==> src/rtl/mem_access_sequencer.sv <==
// rtl/mem_access_sequencer.sv - instruction fetch / data access sequencer owning the PC
// Walks FETCH -> DECODE -> optional MEM phase -> ADVANCE, steering the address mux and RAM strobe.
module mem_access_sequencer #(
   parameter logic [7:0] PC_RESET = 8'd0
) (
   input  logic        clk,
   input  logic        reset_n,
   input  logic        run,
   input  logic        opcode_ldr,
   input  logic        opcode_str,
   input  logic        branch_en,
   input  logic [7:0]  branch_target,
   input  logic [31:0] ram_data_in,
   output logic [7:0]  pc_instr_access,
   output logic        sel_add_bus,
   output logic        ram_wr_en,
   output logic [31:0] instr_reg,
   output logic        instr_valid,
   output logic [31:0] load_data,
   output logic        load_valid,
   output logic [2:0]  state_dbg
);

   typedef enum logic [2:0] {
      IDLE       = 3'd0,
      FETCH      = 3'd1,
      FETCH_WAIT = 3'd2,
      DECODE     = 3'd3,
      MEM        = 3'd4,
      MEM_WAIT   = 3'd5,
      ADVANCE    = 3'd6
   } state_t;

   state_t     state;
   state_t     state_next;
   logic [7:0] pc;
   logic       mem_is_ldr;
   logic       mem_is_str;

   always_ff @(posedge clk or negedge reset_n) begin
      if (!reset_n) begin
         state      <= IDLE;
         pc         <= PC_RESET;
         instr_reg  <= 32'd0;
         load_data  <= 32'd0;
         mem_is_ldr <= 1'b0;
         mem_is_str <= 1'b0;
      end else begin
         state <= state_next;
         if (state == FETCH_WAIT)
            instr_reg <= ram_data_in;
         if (state == DECODE) begin
            mem_is_ldr <= opcode_ldr;
            mem_is_str <= opcode_str & ~opcode_ldr;
         end
         if (state == MEM_WAIT)
            load_data <= ram_data_in;
         if (state == ADVANCE)
            pc <= branch_en ? branch_target : pc + 8'd1;
      end
   end

   always_comb begin
      state_next = IDLE;
      case (state)
         IDLE:       state_next = run ? FETCH : IDLE;
         FETCH:      state_next = FETCH_WAIT;
         FETCH_WAIT: state_next = DECODE;
         DECODE:     state_next = (opcode_ldr | opcode_str) ? MEM : ADVANCE;
         MEM:        state_next = mem_is_ldr ? MEM_WAIT : ADVANCE;
         MEM_WAIT:   state_next = ADVANCE;
         ADVANCE:    state_next = run ? FETCH : IDLE;
         default:    state_next = IDLE;
      endcase
   end

   // mem_is_ldr is rewritten every DECODE, so in ADVANCE it means "came from MEM_WAIT".
   assign sel_add_bus     = (state == MEM) || (state == MEM_WAIT);
   assign ram_wr_en       = (state == MEM) && mem_is_str;
   assign instr_valid     = (state == DECODE);
   assign load_valid      = (state == ADVANCE) && mem_is_ldr;
   assign pc_instr_access = pc;
   assign state_dbg       = state;

endmodule

==> config.mk <==
export PLATFORM = sky130hd
export DESIGN_NAME = mem_access_sequencer
export DESIGN_NICKNAME = d
export VERILOG_FILES = /design/src/rtl/mem_access_sequencer.sv
export SDC_FILE = /design/constraint.sdc
export NUM_CORES = 1
export LEC_CHECK = 0
export BUFFER_PORTS_ARGS = -buffer_cell sky130_fd_sc_hd__buf_4
export CORE_UTILIZATION = 40
export DETAILED_ROUTE_END_ITERATION = 10
export PLACE_DENSITY = 0.69
export SLEW_MARGIN = 30
export SYNTH_ARGS = -nofsm -noshare
export SYNTH_HDL_FRONTEND = slang
export SYNTH_SLANG_ARGS = --single-unit
==> constraint.sdc <==
create_clock -name clk -period 1.4 [get_ports clk]
set_input_delay 0.28 -clock clk [delete_from_list [all_inputs] [get_ports clk]]
set_output_delay 0.28 -clock clk [all_outputs]
set_load 0.05 [all_outputs]
# Word level (Yosys, flattened, before mapping)
# Cells that the tools add are included.
word_totals:
  reg_bits: 77
  latch_bits: 0
  ram_bits: 0
  mem_bits_ro: 0
  input_bits: 46
  out_inout_bits: 79
  word_cells: 26
  n_memories: 0
op_classes:
  addsub: 1
  mul: 0
  div_mod_pow: 0
  magnitude_cmp: 0
  eq_ne: 6
  n_shift: 0
  n_mux: 5
  bitwise_logic: 3
  n_reduce_logical: 5
ops:
  columns: ["op", "n"]
  rows:
  - ["$pmux 3 s6", 1]
  - ["$eq 3x3->1 const B", 3]
  - ["$add 8x1->8 const B", 1]
  - ["$mux 8", 1]
  - ["$eq 3x2->1 const B", 2]
  - ["$mux 2", 2]
  - ["$eq 3x1->1 const B", 1]
  - ["$logic_not 3->1", 1]
  - ["$logic_and 1x1->1", 2]
  - ["$reduce_or 2->1", 1]
  - ["$and 1x1->1", 1]
  - ["$logic_or 1x1->1", 1]
  - ["$mux 1", 1]
  - ["$not 1->1", 1]
  - ["$or 1x1->1", 1]

# Longest topological paths before layout
logic_depth:
  depth_word: 3
  ltp_mapped: 5
  ltp_nobuf: 4

# Worst setup path after synthesis
# Ideal clock, no wire load.
synth_path:
  kind: "register to output"
  startpoint: "register state[2], in the netlist state_dbg[2]"
  endpoint: "output port ram_wr_en"
  arrival_time_ps: 1759
  required_time_ps: 1120
  setup_slack_ps: -639
  stages_incl_launch_ff: 4
  n_path_buf: 1
  cell_sequence: "dfrtp_1 > buf_4 > nor2b_4 > and3b_1"
synth_between:
  elab_chain_cells: 2
synth_rtl:
  columns: ["element", "line_no", "rtl"]
  rows:
  - ["start: declaration", "34", "state_t state;"]
  - ["start signal: assignment", "49", "state <= state_next;"]
  - ["$eq 3x3->1", "79", "assign ram_wr_en = (state == MEM) && mem_is_str;"]
  - ["$logic_and 1x1->1", "79", null]
  - ["end: declaration", "16", "output logic ram_wr_en,"]
# No other way between the ends.

# Worst setup path in the final report
layout_path:
  startpoint: "register state[1], in the netlist state_dbg[1]"
  endpoint: "output port instr_valid"
layout_between:
  elab_chain_cells: 1
layout_rtl:
  columns: ["element", "line_no", "rtl"]
  rows:
  - ["$eq 3x2->1", "80", "assign instr_valid = (state == DECODE);"]
  - ["end: declaration", "18", "output logic instr_valid,"]
# No other way between the ends.

==> results.cfg <==
[die]
die_y_microns = 94.4
core.rowCount = 33
die_w_microns = 94.4
initial_core_util_pct = 41.4
pin_count = 125
core-area_sq_mm = 0.00826
die_area_sq_mm = 0.00892

[yosys]
synth-async-reset-ratio_pct = 100
yosys_warnings = 0
yosysSeqAreaShare_pct = 56.4
synth_area_sq_mm = 0.00342
synth_common_cells = dfrtp_1 (77), mux2_4 (51), mux2_2 (13)
synth_cells = 221
syn-mean-instance-area_sq_um = 15.5
synth_ff_type = dfrtp_1
ys_top_cells_by_area = dfrtp_1 (56%), mux2_4 (22%), mux2_2 (4.3%), buf_6 (2.6%), mux2i_1 (1.2%)
ys_ff_latch = 77
synth_edf_count = 0
synthMostInstantiatedCell = dfrtp_1
yosysTopAreaCell = dfrtp_1
synth_top_area_share_pct = 56.4
synth_cell_types = 37
syn_nets = 268

[place]
gp_congestion = 0.812
port_buffers = 124
placedCellCount = 454
hpwl_mm = 5.23

[cts]
clockRootBuffer = clkbuf_8
cts_sinks = 77
cts_buffer_depth = 2
cts_max_level = 3
clock_latency_ps = 330
cts_buffers = 9
clkSlewWorstSetupHoldPaths_ps = 80
tritoncts = yes

[sta]
finalWorstSetupSlack_ps = -258
slew_violations = 0
setup_violations = 41
whs_ps = 177
rsz0062_at_grt = true
fin_crit_sh_pct = 118
tightest_slew_ps = 316
layout_min_cycle_time_ps = 1660
clock_skew_ps = 13.0
slew_headroom_pct = 78.9
max_freq_mhz = 603
finalHoldViolations = 0

[critical_path]
r2r_end = instr_reg[24]
endpoint_kind = output pin
critPathArrivalTime_ps = 1380
rr_worst_depth = 5
crit_start = state_dbg[1]
criticalPathCategory = flip-flop to output pin
worstReg2RegStart = state_dbg[0]
crit_fanout = 5
endpoint = instr_valid
start_kind = flip-flop
cp.required_ps = 1120
reg2reg_setup_slack_ps = -200

[grt]
grtUsageTotal_pct = 17.7
grt_first_pass_wirelength_mm = 12.1
grt_max_degree = 36
grt_overflow_total = 0
grt-busiest-layer = met2
grt_pass1_vias = 2368
antenna_found_initial = 0
met2_usage_pct = 28.0
use_met3_pct = 3.22
globalRouteMet1Util_pct = 24.3

[cells_and_area]
area_growth_pct = 50.6
nets = 425
fillers = 646
finalNonFillerCells = 488
n_antenna_cell = 0
drive_above_1_share_pct = 66.3

[run_status]
failed_checks = setup timing
status = complete, but fails checks

[detailed_routing]
postRouteAntennaNets = 0
via_per_inst = 4.76
vias = 2325
drt_wl_total_mm = 7.82
drt-initial-drc-count = 63
drc = 0
wl_per_cell_microns = 16.0
first_pass_iters = 4

[hold_path]
hp-class = primary input to flip-flop

[run]
drv_cap = 0
placed cells by master (no fill, tap or decap), types with 4 or more instances in the layout:
master / n
a21oi_1: 6
buf_8: 5
clkbuf_8: 9
buf_12: 7
o21ai_1: 5
dfrtp_1: 71
nor2_1: 5
buf_4: 124
mux2_4: 64
nand2_1: 5
dfrtp_2: 6
mux2i_1: 4
buf_6: 17
how the worst min path moves through the flow:
stage,endpoint,startpoint,slack (ps),depth (start not counted)
finish,instr_reg[22],ram_data_in[22],180,2
global route,instr_reg[18],ram_data_in[18],160,2
CTS,load_data[6],ram_data_in[6],160,2
detailed placement,pc_instr_access[3],reset_n,140,1
global placement,pc_instr_access[2],reset_n,140,1
floorplan,instr_reg[0],reset_n,-20,0
layer usage:
metal | routed length [microns] | vias up
li1 | - | 1100
met1 | 3580 | 1143
met2 | 3770 | 72
met3 | 346 | 10
met4 | 116 | 0
met5 | 0 | -
area by class of cell:
| type | instances | area [sq um] | share of cell area [%] |
|---|---|---|---|
| clock buffers | 11 | 131 | 2.55 |
| clock inverters | 5 | 58.8 | 1.14 |
| inverters | 3 | 15.0 | 0.292 |
| multi-input cells | 130 | 1450 | 28.2 |
| flip-flops and latches | 77 | 1930 | 37.6 |
| well taps | 105 | 131 | 2.55 |
| repair buffers | 157 | 1430 | 27.7 |
logic make-up (layout without fill, tap and decap cells):
kind of cell               Yosys count  after routing  synth area share, %
DFF                                 77             77                 56.4
buffers and inverters               14            176                 3.55
muxes                               70             70                 28.5
and+or+nand+nor                     38             38                 7.21
AOI/OAI and AO/OA                   21             21                 3.95
adders and majority gates            1              1                0.366
worst max-delay path: stages (launching register included):
cell	delay, ps
dfrtp_2	460
buf_6	130
nand3b_1	150
clkinvlp_4	140
buf_8	160
through the flow:
step / instance area [sq um] / utilization, % / setup TNS, ps / setup WS [ps]
after detailed placement: 4630 / 56.1 / -96.1 / -12.9
final: 5150 / 62.3 / -5860 / -258
after global placement: 4630 / 56.1 / 0 / 5.62
after floorplan: 3490 / - / -19430 / -352
after CTS: 5130 / 62.1 / -5890 / -239
after global routing: 5150 / 62.3 / -8400 / -345
what timing repair did:
action	4_1_cts	5_1_grt
hold buffers	1	0
gates resized for setup	26	15
endpoints found under the hold margin	9	0
pin swaps	3	6
cloned	3	2
endpoints found under the setup margin	26	77
setup buffers	14	4
Power is not shown: default switching activity piles up to over one toggle a cycle in this logic, so the estimate is an artifact.
